==> src/rtl/spram_arbiter.sv <==
// -----------------------------------------------------------------------------
// spram_arbiter
//
// Two-requester arbiter and sequencer for the 8-bit x 32-word single-port RAM
// (registered read address, combinational q). Ports A and B each present one
// read or write request; requests are granted one at a time and the winner's
// fields are sequenced onto the RAM pins. Read data returns on the winning
// port with a registered one-cycle valid pulse. This block is the only driver
// of the RAM.
//
// Handshake: a requester raises *_req with *_we/*_addr/*_wdata and holds all of
// them until *_gnt is seen high. *_gnt is a one-cycle pulse during ACCESS; in
// the cycle after it the requester must drop *_req or replace the fields with
// a new request (a *_req still high then is a new request). Reads complete
// with *_rvalid pulsing for one cycle while *_rdata holds the read word;
// *_rdata keeps that value until the port's next read completes.
//
// Ports:
//   clk, rst                 clock; asynchronous active-high reset
//   a_req/b_req              request
//   a_we/b_we                1 = write, 0 = read
//   a_addr/b_addr            word address (0..31 legal; others pass unchecked)
//   a_wdata/b_wdata          write data
//   a_gnt/b_gnt              request accepted (one-cycle pulse)
//   a_rvalid/b_rvalid        read data valid (one-cycle pulse)
//   a_rdata/b_rdata          registered read data
//   ram_en, ram_we           RAM en / write_enable
//   ram_addr, ram_data       RAM address / data
//   ram_q                    RAM q
//
// Configuration macro: SPRAM_ARB_FIXED_PRIO_EN
//   undefined (default): round-robin on simultaneous requests.
//   defined: port A always wins simultaneous requests (B can starve).
// -----------------------------------------------------------------------------
module spram_arbiter #(
  parameter int DATA_W = 8,
  parameter int ADDR_W = 6
) (
  input  logic              clk,
  input  logic              rst,
  input  logic              a_req,
  input  logic              a_we,
  input  logic [ADDR_W-1:0] a_addr,
  input  logic [DATA_W-1:0] a_wdata,
  output logic              a_gnt,
  output logic              a_rvalid,
  output logic [DATA_W-1:0] a_rdata,
  input  logic              b_req,
  input  logic              b_we,
  input  logic [ADDR_W-1:0] b_addr,
  input  logic [DATA_W-1:0] b_wdata,
  output logic              b_gnt,
  output logic              b_rvalid,
  output logic [DATA_W-1:0] b_rdata,
  output logic              ram_en,
  output logic              ram_we,
  output logic [ADDR_W-1:0] ram_addr,
  output logic [DATA_W-1:0] ram_data,
  input  logic [DATA_W-1:0] ram_q
);

  typedef enum logic [1:0] {
    IDLE   = 2'd0,
    ACCESS = 2'd1,
    RESP   = 2'd2
  } state_t;

  state_t            state;
  state_t            state_next;
  logic              load;
  logic              pick_b;
  logic              win_b;
  logic              lat_we;
  logic [ADDR_W-1:0] lat_addr;
  logic [DATA_W-1:0] lat_data;
  logic              en_q;

  // Winner selection, only meaningful while IDLE with at least one request.
`ifdef SPRAM_ARB_FIXED_PRIO_EN
  assign pick_b = b_req & ~a_req;
`else
  // last_b = 1 means B won most recently, so A takes the next tie.
  logic last_b;

  assign pick_b = b_req & (~a_req | ~last_b);

  always_ff @(posedge clk or posedge rst) begin
    if (rst) begin
      last_b <= 1'b1;
    end else if (load) begin
      last_b <= pick_b;
    end
  end
`endif

  always_ff @(posedge clk or posedge rst) begin
    if (rst) begin
      state <= IDLE;
    end else begin
      state <= state_next;
    end
  end

  always_comb begin
    state_next = state;
    load       = 1'b0;
    case (state)
      IDLE: begin
        if (a_req || b_req) begin
          state_next = ACCESS;
          load       = 1'b1;
        end
      end
      ACCESS:  state_next = lat_we ? IDLE : RESP;
      RESP:    state_next = IDLE;
      default: state_next = IDLE;
    endcase
  end

  always_ff @(posedge clk or posedge rst) begin
    if (rst) begin
      en_q     <= 1'b0;
      win_b    <= 1'b0;
      lat_we   <= 1'b0;
      lat_addr <= '0;
      lat_data <= '0;
      a_rvalid <= 1'b0;
      b_rvalid <= 1'b0;
      a_rdata  <= '0;
      b_rdata  <= '0;
    end else begin
      // The RAM rewrites the addressed word whenever en is low, so en stays
      // high from the first edge after reset onwards.
      en_q     <= 1'b1;
      a_rvalid <= 1'b0;
      b_rvalid <= 1'b0;
      if (load) begin
        win_b    <= pick_b;
        lat_we   <= pick_b ? b_we    : a_we;
        lat_addr <= pick_b ? b_addr  : a_addr;
        lat_data <= pick_b ? b_wdata : a_wdata;
      end
      // In RESP the RAM's address register already holds lat_addr, so q is
      // the read word; capture it for the winner.
      if (state == RESP) begin
        if (win_b) begin
          b_rdata  <= ram_q;
          b_rvalid <= 1'b1;
        end else begin
          a_rdata  <= ram_q;
          a_rvalid <= 1'b1;
        end
      end
    end
  end

  assign a_gnt    = (state == ACCESS) & ~win_b;
  assign b_gnt    = (state == ACCESS) &  win_b;
  assign ram_we   = (state == ACCESS) &  lat_we;
  assign ram_en   = en_q;
  // Address/data hold the last latched values outside ACCESS/RESP.
  assign ram_addr = lat_addr;
  assign ram_data = lat_data;

endmodule

==> config.mk <==
export PLATFORM = sky130hd
export DESIGN_NAME = spram_arbiter
export DESIGN_NICKNAME = d
export VERILOG_FILES = /design/src/rtl/spram_arbiter.sv
export SDC_FILE = /design/constraint.sdc
export NUM_CORES = 1
export LEC_CHECK = 0
export BUFFER_PORTS_ARGS = -buffer_cell sky130_fd_sc_hd__buf_2
export CAP_MARGIN = 15
export CELL_PAD_IN_SITES_DETAIL_PLACEMENT = 0
export CELL_PAD_IN_SITES_GLOBAL_PLACEMENT = 1
export CORE_ASPECT_RATIO = 0.6
export CORE_MARGIN = 2
export CORE_UTILIZATION = 33
export CTS_BUF_LIST = sky130_fd_sc_hd__clkbuf_8
export DETAILED_ROUTE_END_ITERATION = 6
export PLACE_DENSITY = 0.73
export SETUP_SLACK_MARGIN = 0.15
export SLEW_MARGIN = 20
export SYNTH_ARGS = -nofsm -noshare
export SYNTH_HDL_FRONTEND = slang
export SYNTH_SLANG_ARGS = --single-unit
export TNS_END_PERCENT = 100
==> constraint.sdc <==
create_clock -name clk -period 1.66 [get_ports clk]
set_input_delay 0.166 -clock clk [delete_from_list [all_inputs] [get_ports clk]]
set_output_delay 0.166 -clock clk [all_outputs]
set_load 0.005 [all_outputs]
Word level (Yosys, flattened, before mapping)
Cells that the tools add are included.

Register bits: 38. Output and inout bits: 36. Input bits: 42. Logic and storage cells: 38.

Muxes and demuxes: 12. Reductions and logical operators: 4. Bitwise logic cells: 8. Eq/ne operators: 3.

Operator list (count): $mux 8 (1); $mux 1 (7); $mux 6 (1); $and 1x1->1 (4); $mux 2 (2); $pmux 2 s2 (1); $reduce_and 2->1 (2); $not 1->1 (3); $eq 2x1->1 const B (1); $eq 2x2->1 const B (1); $logic_not 2->1 (1); $ne 2x2->1 const B (1); $logic_or 1x1->1 (1); $or 1x1->1 (1).

Longest topological paths before layout
Word-level depth: 4. Gate-level depth with buffers: 5. Mapped depth without buffers: 3.

Least setup slack after synthesis
No wires, ideal clock.

Path type: register to register. Start: register last_b. End: register lat_data[0], in the netlist ram_data[0]. Period minus slack after synthesis: 1563 ps. Buffers on the path: 2. Setup time: 125 ps. Required time: 1535 ps. Slack: 97 ps. Arrival time: 1438 ps. Stages on the path, launching flop included: 6. Cells stage by stage: dfstp_2 > a21bo_1 > buf_6 > buf_6 > mux2_4 > mux2_2.

Longest elaborated chain between the ends: 4.

Ends and longest elaborated chain: start: declaration (line 83) `logic last_b;`; start signal: assignment (line 91) `last_b <= pick_b;`; $not 1->1 (line 85) `assign pick_b = b_req & (~a_req | ~last_b);`; $or 1x1->1 (line 85); $and 1x1->1 (line 85); $mux 8 (line 141) `lat_data <= pick_b ? b_wdata : a_wdata;`; end signal: assignment (line 141); end: declaration (line 75) `logic [DATA_W-1:0] lat_data;`.

No other way between the ends. A chain may end at the register's enable or synchronous reset.

Final worst setup path
Start: register last_b. End: register lat_data[2], in the netlist ram_data[2].

The elaborated chain is that of the path after synthesis.

==> results.ini <==
[cells_and_area]
fin_cells=260
fin_nets=238
multi_input_area_um2=668.1
regArea_um2=952.2
nFillCells=458
layout-drive-gt1-share=0.7056
antenna_cells=0
area_delta_synth_final_pct=41.50

[die]
start_util=0.3507
io_pins=78
die_area_um2=5549
die_y_um=58.51
die_w_um=94.85
core_um2=4659
rows=19

[critical_path]
crit_required_ns=1.83
crit_family=multiplexers
rr_endpoint=ram_data[2]
worstSetupEndpoint=ram_data[2]
path_cells=a21bo_4, buf_12, buf_12, mux2_4, mux2_4
cp-start-kind=flop
r2r_cells=5
crit_fanout=7
crit_buf_inv=2
critPathSlowestCell=dfstp_2
cp.depth=5
r2r-start=last_b
cp-startpoint=last_b
crit_path_max_incr_delay_ns=0.54
cp-end-kind=flop
rrSetupSlack_ns=0.05
cp_data_arrival_time_ns=1.77
critPathKind=reg2reg

[clock_network]
cts_made_buffers=5
clkTransAtPathRegs_ns=0.08
cts_tree=yes
htreeDepth=2
root_buffer=clkbuf_8
clock_latency_ns=0.28
cts.sinks=38
cts_max_path_buffers=2
hold_buffers=0

[pwr]
max-vdd-ir-drop_mv=0.5793
p_per_area_nw_per_um2=1682
leakage_uw=0.001213

[placement]
place_congestion=0.6743
dp.cells=248
hpwl_um=2717
port_buffers=77

[detailed_routing]
routed_wirelength_um=3755
vias=1179
route.detailed.drc=0
viasPerCell=4.535
wl_per_cell_um=14.44
drt_iter0_drc=19
firstDrtPassIters=3
antenna_left=0

[timing]
hold_viol=21
slew_violations=0
fin_crit_sh=0.9691
fmax_mhz=621.6
rsz0062_at_grt=yes
finalCriticalPeriod_ns=1.609
fin_worst_hold_slack_ns=-0.02051
finClkSkew_ns=0.009084
setup_viol=0
tightestPinTransition_ns=0.9169
maxSlewHeadroom=0.3887
tns_ns=0

[yosys]
synth.most_common_cell=dfrtp_1
async_flop_share=1.000
synthCells=108
ys_ff_latch=38
seq_area_frac_synth=0.5827
synth_cell_types=20
synth_top_area_share=0.5666
synth_ff_type=dfrtp_1
syn_nets=150
synth_top_cell_by_area=dfrtp_1
syn-cell-area_um2=1634
ys_warn_count=0
synth.area.top_cells=dfrtp_1 57%, mux2_2 25%, mux2_4 7.4%
synth_top_cells_by_count=37 x dfrtp_1, 36 x mux2_2, 8 x mux2_4, 5 x inv_1, 5 x nor2_1
synth-edff-count=0
synth.avg_cell_area_um2=15.13

[grt]
track_usage=0.1428
grt_pass1_vias=1238
grt-ovfl-total=0
grt_max_degree=39
grt_first_pass_wirelength_um=5961
antenna_found_initial=0

[min_path]
hold_path.class=in2async

[flow_run]
cap_violations=0

[status]
status=complete, but fails checks
violations=negative hold slack

[per-layer routing]
layer,share of wire,track usage
met5,0,0
met4,0,0.04969
met3,0.060,0.03969
met2,0.49,0.2239
met1,0.45,0.1926
[logic make-up (layout without fill, tap and decap cells)]
| family | Yosys count | in the layout | synth area share |
|---|---|---|---|
| flops | 38 | 38 | 0.5827 |
| mux | 46 | 46 | 0.3338 |
| compound gates | 5 | 5 | 0.02067 |
| simple gates | 9 | 9 | 0.02757 |
| buf+inv | 9 | 98 | 0.03292 |
| other cells | 1 | 1 | 0.002295 |
[worst register-to-register path: stages, from the launching register on]
cell and delay [ns]:
dfstp_2 0.54, a21bo_4 0.15, buf_12 0.11, buf_12 0.12, mux2_4 0.30, mux2_4 0.26
[worst min path at each step]
stage	cells past startpoint	slack, ns	to
floorplan	1	0.24	last_b
global placement	3	0.29	ram_en
detailed placement	3	0.31	ram_en
CTS	3	0.003	ram_en
global route	3	0.01	ram_addr[2]
finish	3	-0.02	ram_addr[2]
[flip-flops by register name (all words and copies together) (netlist names)]
name and flops:
ram_addr 6, a_rdata 8, win_b 1, a_rvalid 1, ram_data 8, lat_we 1, last_b 1, ram_en 1
b_rvalid 1, b_rdata 8, state 2
[through the flow]
stage / hold slack [ns] / util / setup slack, ns / cell area, um2 / total power, uW
final: -0.02051 / 0.4962 / 0.05137 / 2312 / 3889
after global routing: 0.01435 / 0.4962 / 0.03040 / 2312 / 4154
after CTS: 0.003118 / 0.4946 / 0.06150 / 2305 / 3905
after detailed placement: 0.3094 / 0.4527 / 0.06984 / 2110 / 3139
after global placement: 0.2920 / 0.4527 / 0.1146 / 2110 / 3061
after floorplan: 0.2360 / - / 0.1095 / 1638 / 2493
[cells in the final DEF (no fill, tap or decap), drive strengths merged, types with 2 or more instances in the layout]
cell type and instances:
clkbuf 6, dfrtp 37, mux2i 2, mux2 44, buf 85, nor2 5, inv 6
[final cells by class]
type,count,area share
Sequential cell,38,0.4118
Multi-Input combinational cell,61,0.2890
Timing Repair Buffer,85,0.2175
Clock buffer,6,0.03571
Tap cell,63,0.03409
Inverter,5,0.008117
Clock inverter,2,0.003788
[report_power, final]
group	leakage, uW	switching [uW]	internal (uW)
sequential	0.000452	244	1390
clock	0.0000524	316	329
combinational	0.000709	631	983
[repair_timing]
item | CTS | global route
setup buffers | 3 | 0
pin swaps | 1 | 1
cloned | 1 | 0
endpoints found under the setup margin | 14 | 14
gates resized for setup | 9 | 2
(Power assumes the default switching activity.)
